$ cat src/rtl/mem_arbiter.sv
`default_nettype none
// ============================================================================
// Module      : mem_arbiter
// Description : Two-requester round-robin arbiter and sequencer for a shared
//               single-port synchronous memory. Optional macro
//               MEM_ARB_FIXED_PRIO_EN selects fixed priority (requester 0 wins).
// Revision    : 1.0 - initial release
// ============================================================================
module mem_arbiter #(
    parameter int ADDR_WIDTH = 5,
    parameter int DATA_WIDTH = 8
) (
    input  logic                  clk,
    input  logic                  rst_n,
    input  logic                  req0,
    input  logic                  we0,
    input  logic [ADDR_WIDTH-1:0] addr0,
    input  logic [DATA_WIDTH-1:0] wdata0,
    output logic                  ack0,
    output logic [DATA_WIDTH-1:0] rdata0,
    input  logic                  req1,
    input  logic                  we1,
    input  logic [ADDR_WIDTH-1:0] addr1,
    input  logic [DATA_WIDTH-1:0] wdata1,
    output logic                  ack1,
    output logic [DATA_WIDTH-1:0] rdata1,
    output logic [ADDR_WIDTH-1:0] mem_addr,
    output logic [DATA_WIDTH-1:0] mem_data_in,
    output logic                  mem_read,
    output logic                  mem_write,
    input  logic [DATA_WIDTH-1:0] mem_data_out,
    output logic                  busy
);

    typedef enum logic [1:0] {
        S_IDLE    = 2'd0,
        S_ISSUE   = 2'd1,
        S_CAPTURE = 2'd2,
        S_ACK     = 2'd3
    } state_t;

    state_t                r_state, w_state_nxt;
    logic                  r_gnt, w_gnt_nxt;
    logic                  r_we, w_we_nxt;
    logic [ADDR_WIDTH-1:0] r_mem_addr, w_mem_addr_nxt;
    logic [DATA_WIDTH-1:0] r_mem_data_in, w_mem_data_in_nxt;
    logic                  r_mem_read, w_mem_read_nxt;
    logic                  r_mem_write, w_mem_write_nxt;
    logic                  r_ack0, w_ack0_nxt;
    logic                  r_ack1, w_ack1_nxt;
    logic [DATA_WIDTH-1:0] r_rdata0, w_rdata0_nxt;
    logic [DATA_WIDTH-1:0] r_rdata1, w_rdata1_nxt;
    logic                  r_busy, w_busy_nxt;

    logic                  w_pick1;
    logic                  w_sel_we;
    logic [ADDR_WIDTH-1:0] w_sel_addr;
    logic [DATA_WIDTH-1:0] w_sel_wdata;

`ifdef MEM_ARB_FIXED_PRIO_EN
    assign w_pick1 = req1 & ~req0;
`else
    logic r_last_grant, w_last_grant_nxt;
    // On contention the requester that did not win last time is served.
    assign w_pick1 = req1 & (~req0 | ~r_last_grant);
`endif

    assign w_sel_we    = w_pick1 ? we1    : we0;
    assign w_sel_addr  = w_pick1 ? addr1  : addr0;
    assign w_sel_wdata = w_pick1 ? wdata1 : wdata0;

    always_comb begin
        w_state_nxt       = r_state;
        w_gnt_nxt         = r_gnt;
        w_we_nxt          = r_we;
        w_mem_addr_nxt    = r_mem_addr;
        w_mem_data_in_nxt = r_mem_data_in;
        w_rdata0_nxt      = r_rdata0;
        w_rdata1_nxt      = r_rdata1;
        w_mem_read_nxt    = 1'b0;
        w_mem_write_nxt   = 1'b0;
        w_ack0_nxt        = 1'b0;
        w_ack1_nxt        = 1'b0;
        w_busy_nxt        = 1'b1;
`ifndef MEM_ARB_FIXED_PRIO_EN
        w_last_grant_nxt  = r_last_grant;
`endif
        case (r_state)
            S_IDLE: begin
                w_busy_nxt = 1'b0;
                if (req0 || req1) begin
                    w_gnt_nxt         = w_pick1;
                    w_we_nxt          = w_sel_we;
                    w_mem_addr_nxt    = w_sel_addr;
                    w_mem_data_in_nxt = w_sel_wdata;
                    w_mem_write_nxt   = w_sel_we;
                    w_mem_read_nxt    = ~w_sel_we;
                    w_busy_nxt        = 1'b1;
                    w_state_nxt       = S_ISSUE;
`ifndef MEM_ARB_FIXED_PRIO_EN
                    w_last_grant_nxt  = w_pick1;
`endif
                end
            end
            S_ISSUE: begin
                if (r_we) begin
                    w_ack0_nxt  = ~r_gnt;
                    w_ack1_nxt  = r_gnt;
                    w_state_nxt = S_ACK;
                end else begin
                    w_state_nxt = S_CAPTURE;
                end
            end
            S_CAPTURE: begin
                // Memory data is valid in the cycle after the read strobe.
                if (r_gnt) begin
                    w_rdata1_nxt = mem_data_out;
                end else begin
                    w_rdata0_nxt = mem_data_out;
                end
                w_ack0_nxt  = ~r_gnt;
                w_ack1_nxt  = r_gnt;
                w_state_nxt = S_ACK;
            end
            S_ACK: begin
                w_busy_nxt  = 1'b0;
                w_state_nxt = S_IDLE;
            end
            default: begin
                w_busy_nxt  = 1'b0;
                w_state_nxt = S_IDLE;
            end
        endcase
    end

    always_ff @(posedge clk or negedge rst_n) begin
        if (!rst_n) begin
            r_state       <= S_IDLE;
            r_gnt         <= 1'b0;
            r_we          <= 1'b0;
            r_mem_addr    <= '0;
            r_mem_data_in <= '0;
            r_mem_read    <= 1'b0;
            r_mem_write   <= 1'b0;
            r_ack0        <= 1'b0;
            r_ack1        <= 1'b0;
            r_rdata0      <= '0;
            r_rdata1      <= '0;
            r_busy        <= 1'b0;
`ifndef MEM_ARB_FIXED_PRIO_EN
            r_last_grant  <= 1'b1;
`endif
        end else begin
            r_state       <= w_state_nxt;
            r_gnt         <= w_gnt_nxt;
            r_we          <= w_we_nxt;
            r_mem_addr    <= w_mem_addr_nxt;
            r_mem_data_in <= w_mem_data_in_nxt;
            r_mem_read    <= w_mem_read_nxt;
            r_mem_write   <= w_mem_write_nxt;
            r_ack0        <= w_ack0_nxt;
            r_ack1        <= w_ack1_nxt;
            r_rdata0      <= w_rdata0_nxt;
            r_rdata1      <= w_rdata1_nxt;
            r_busy        <= w_busy_nxt;
`ifndef MEM_ARB_FIXED_PRIO_EN
            r_last_grant  <= w_last_grant_nxt;
`endif
        end
    end

    assign ack0        = r_ack0;
    assign ack1        = r_ack1;
    assign rdata0      = r_rdata0;
    assign rdata1      = r_rdata1;
    assign mem_addr    = r_mem_addr;
    assign mem_data_in = r_mem_data_in;
    assign mem_read    = r_mem_read;
    assign mem_write   = r_mem_write;
    assign busy        = r_busy;

endmodule
`default_nettype wire

$ cat config.mk
export PLATFORM = sky130hd
export DESIGN_NAME = mem_arbiter
export DESIGN_NICKNAME = d
export VERILOG_FILES = /design/src/rtl/mem_arbiter.sv
export SDC_FILE = /design/constraint.sdc
export NUM_CORES = 1
export LEC_CHECK = 0
export ABC_AREA = 1
export CELL_PAD_IN_SITES_DETAIL_PLACEMENT = 1
export CELL_PAD_IN_SITES_GLOBAL_PLACEMENT = 1
export CORE_UTILIZATION = 27
export DETAILED_ROUTE_END_ITERATION = 16
export HOLD_SLACK_MARGIN = 0.12
export PLACE_DENSITY_LB_ADDON = 0.1
export SYNTH_ARGS = -nofsm -noshare
export SYNTH_HDL_FRONTEND = slang
export SYNTH_SLANG_ARGS = --single-unit
$ cat constraint.sdc
create_clock -name clk -period 3.8 [get_ports clk]
set_clock_uncertainty 0.1 [all_clocks]
set_input_delay 0.76 -clock clk [delete_from_list [all_inputs] [get_ports clk]]
set_output_delay 0.76 -clock clk [all_outputs]
set_load 0.005 [all_outputs]
---- Yosys cells after proc, flatten, opt, wreduce, memory -nomap -nowiden ----
Index checks and enable logic that the tools add are counted.
storage, ports and cells
  bits in registers ....................... 39
  input port bits ......................... 40
  output and inout bits ................... 34
  word-level logic and storage cells ...... 44
operators by class
  equality and inequality tests ........... 4
  multiplexer cells ....................... 16
  bitwise gates (word level) .............. 6
  reductions and logical operators ........ 5
operators by type and width
  cell                count
  $mux 1              9
  $mux 8              1
  $pmux 2 s4          1
  $pmux 1 s2          3
  $reduce_and 2->1    3
  $mux 5              1
  $eq 2x2->1 const B  2
  $not 1->1           4
  $eq 2x1->1 const B  1
  $logic_not 2->1     1
  $mux 2              1
  $ne 2x2->1 const B  1
  $and 1x1->1         1
  $logic_or 1x1->1    1
  $or 1x1->1          1

---- Longest topological paths before layout ----
  word-level depth ........................ 7
  mapped depth ............................ 8
  mapped depth without buffers ............ 7

---- Least setup slack after synthesis ----
No wires, ideal clock.
  path type ............................... input -> register
  start point ............................. input req1
  end point ............................... register r_busy, in the netlist busy
  library setup time ...................... 0.126 ns
  arrival ................................. 1.335 ns
  path slack .............................. 2.238 ns
  cell stages on the path ................. 6
  path through ............................ buf_6 > nor2_4 > nor2_8 > inv_4 > buf_6 > o21ai_0
between the ends
  cells in the longest elaborated chain, start to end .. 3
RTL lines
  element                 line  RTL
  start: declaration      21    input logic req1,
  $logic_or 1x1->1        91    if (req0 || req1) begin
  $mux 1                  91
  $pmux 1 s2              88    case (r_state)
  named net w_busy_nxt    53    logic r_busy, w_busy_nxt;
  end signal: assignment  165   r_busy <= w_busy_nxt;
  end: declaration        53
The timed path passes the listed nets, and every way through them passes these cells.
A chain may end at the register's enable or synchronous reset.

---- Final worst setup path ----
  start point ............................. input req1
  end point ............................... register r_we
between the ends
  cells in the longest elaborated chain, start to end .. 2
  elaborated cells between the ends (all ways) .. 4
  those cells by class .................... 1 x mux; 1 x bitwise; 2 x reduce/logical
RTL lines
  element                                                 line    RTL
  $and 1x1->1 / $logic_or 1x1->1 (equally long branches)  65, 91
  $mux 1 / $reduce_and 2->1 (equally long branches)       --
  end signal: assignment                                  156     r_we <= w_we_nxt;
  end: declaration                                        44      logic r_we, w_we_nxt;
Several ways; a longest one is shown, not always the timed one.

==> flow_metrics.tcl <==
set metrics [dict create \
    dr.pass1.iters 10 \
    core_sq_um 6420 \
    preCtsSetupSlack_ps 1180 \
    numPortBuffers 73 \
    grt_pass1_wl_um 8110 \
    dieHeight_um 84.2 \
    ys_seq_area_frac 0.536 \
    p_leak_nw 1.38 \
    maxSlewViolCount 0 \
    clkSlewWorstSetupHoldPaths_ps 80 \
    power_density_nw_per_um2 729 \
    track_usage 0.148 \
    synth_ff_type "dfrtp_1" \
    multi_input_area_sq_um 622 \
    ys_types 18 \
    clk_path_buf_depth 2 \
    fin_crit_ps 2310 \
    fillers 780 \
    routed_wl_um 4750 \
    cp_slowest_cell "clkdlybuf4s50_1" \
    cts_resized 0 \
    start_util 0.284 \
    async_flop_share 1.00 \
    grt_pass1_vias 1677 \
    stdcell_count 370 \
    yosysTopAreaCell "dfrtp_1" \
    ff_latch_area_sq_um 977 \
    cp-end-kind "register" \
    worstPathRequired_ps 3930 \
    via_per_inst 4.34 \
    layout-drive-gt1-share 0.0546 \
    htreeDepth 2 \
    ir_drop_mv 0.173 \
    ctsHoldBuffers 0 \
    crit_top_cell "nand2_1" \
    synth_top_area_frac 0.522 \
    wire_per_inst_um 12.8 \
    fmax_ghz 0.433 \
    hpwl_um 3400 \
    cts.sinks 39 \
    drt_iter0_markers 61 \
    syn_nets 264 \
    critPathLaunchType "input pin" \
    dieArea_sq_um 7080 \
    syn2layout_area_growth_pct 48.2 \
    synthTopCellsByCount "69 x nand2_1, 42 x inv_1, 38 x dfrtp_1" \
    tritoncts "built" \
    hold_class "register to register" \
    antenna_found_initial 0 \
    ys_seq_elements 39 \
    dp.cells 362 \
    synth-edff-count 0 \
    numCtsBuffers 5 \
    critical_path_class "input pin to register" \
    overflow 0 \
    antenna_left 0 \
    via_count 1605 \
    synthesis.area_sq_um 1820 \
    synth_cells 220 \
    grt_max_degree 40 \
    setup-tns-final_ps 0 \
    clock-root-buffer "clkbuf_8" \
    clk_latency_ps 290 \
    period_share 0.608 \
    drc_errors 8 \
    num_rows 29 \
    worstPathArrival_ps 2440 \
    ios 74 \
    diodes 0 \
    yosys-top-cells-area "dfrtp_1 52%, nand2_1 14%, inv_1 8.6%" \
    rsz0062_at_grt "false" \
    fin_ws_ps 1490 \
    path_cells "clkdlybuf4s50_1 -> nand2_2 -> nand2_1 -> nand3_1 -> nand2_1" \
    finalSetupViolCount 0 \
    ys_warn_count 0 \
    max-slew-margin-rel 0.403 \
    synth_area_per_cell_sq_um 8.29 \
    gp_congestion 0.729 \
    critPathMaxFanout 17 \
    cts_setup_buffers 0 \
    tightest_slew_ps 895 \
    nets 336 \
    max-cap-violations 0 \
    failed_checks "design-rule violations" \
    chipWidth_um 84.2 \
    yosysMostFrequentCell "nand2_1" \
    status "finished, violations left" \
    hold_violations 0 \
    p_total_mw 1.97 \
    critPathMaxStageDelay_ps 940 \
]
==> logic make-up (layout without fill, tap and decap cells) <==
| kind of cell | Yosys count | count (layout) | share of synthesized area |
|---|---|---|---|
| flops | 39 | 39 | 0.536 |
| buf+inv | 51 | 124 | 0.123 |
| simple gates | 104 | 104 | 0.251 |
| compound gates | 22 | 22 | 0.0625 |
| fa+ha+maj | 4 | 4 | 0.0275 |
==> layout by cell type, fill, tap and decap left out <==
| cell type | Yosys | routed |
|---|---|---|
| clkdlybuf4s50_1 | 0 | 72 |
| nand2_1 | 69 | 69 |
| inv_1 | 42 | 42 |
| dfrtp_1 | 38 | 38 |
| nand3_1 | 29 | 29 |
| o21ai_0 | 20 | 20 |
| clkbuf_8 | 0 | 6 |
| ha_1 | 4 | 4 |
| nor3_1 | 2 | 2 |
| nand2_2 | 2 | 2 |
| nor2_4 | 1 | 1 |
| nor2_8 | 1 | 1 |
| inv_4 | 1 | 1 |
| a21oi_1 | 1 | 1 |
| a21oi_2 | 1 | 1 |
| bufinv_16 | 0 | 1 |
| clkinv_2 | 0 | 1 |
| buf_2 | 3 | 1 |
| dfstp_2 | 1 | 1 |
==> worst max-delay path: cells and delay by family <==
kind	cells	cell delay (ps)
buffers and inverters	1	940
AND/OR/NAND/NOR	4	740
==> state kept, by name, indices dropped and copies added (netlist names) <==
register / flops
r_state: 2
r_gnt: 1
busy: 1
ack1: 1
ack0: 1
mem_addr: 5
rdata1: 8
mem_write: 1
r_last_grant: 1
rdata0: 8
r_we: 1
mem_read: 1
mem_data_in: 8
==> worst paths after layout <==
path / to / start / depth (start not counted) / slack [ps]
worst max-delay path: r_we / req1 / 5 / 1490
worst min-delay path: ack0 / r_gnt / 1 / 370
worst max register to register: mem_data_in[1] / r_state[1] / 7 / 2060
worst min register to register: ack0 / r_gnt / 1 / 370
max in group asynchronous: mem_addr[0] / rst_n / 1 / 2550
min in group asynchronous: busy / rst_n / 1 / 490
==> metal layers <==
metal | wire length, um | share of wire | GRT usage | up-vias
met3 | 232 | 0.049 | 0.0324 | 7
met5 | 0 | 0 | 0 | -
met2 | 2110 | 0.44 | 0.237 | 50
met4 | 97 | 0.020 | 0.0658 | 0
li1 | - | - | - | 811
met1 | 2310 | 0.49 | 0.192 | 737
==> report_power, final <==
group,switching (mW),internal [mW],leakage [nW]
registers,0.117,0.623,0.478
clock network,0.147,0.213,0.0612
logic,0.403,0.467,0.840
==> stage by stage <==
stage | hold WS (ps) | utilization | area, sq um
6_report | 372 | 0.421 | 2700
5_1_grt | 403 | 0.421 | 2700
4_1_cts | 374 | 0.421 | 2700
3_5_place_dp | 369 | 0.402 | 2580
3_3_place_gp | 358 | 0.402 | 2580
2_1_floorplan | 332 | - | 1820
==> area by class of cell <==
type,instances,area share
flip-flops and latches,39,0.362
repair buffers,73,0.269
multi-input cells,130,0.230
inverters,43,0.0606
well taps,77,0.0356
clock buffers,6,0.0306
clock inverters,2,0.0130
No activity file was read; power rests on OpenSTA's default activity.
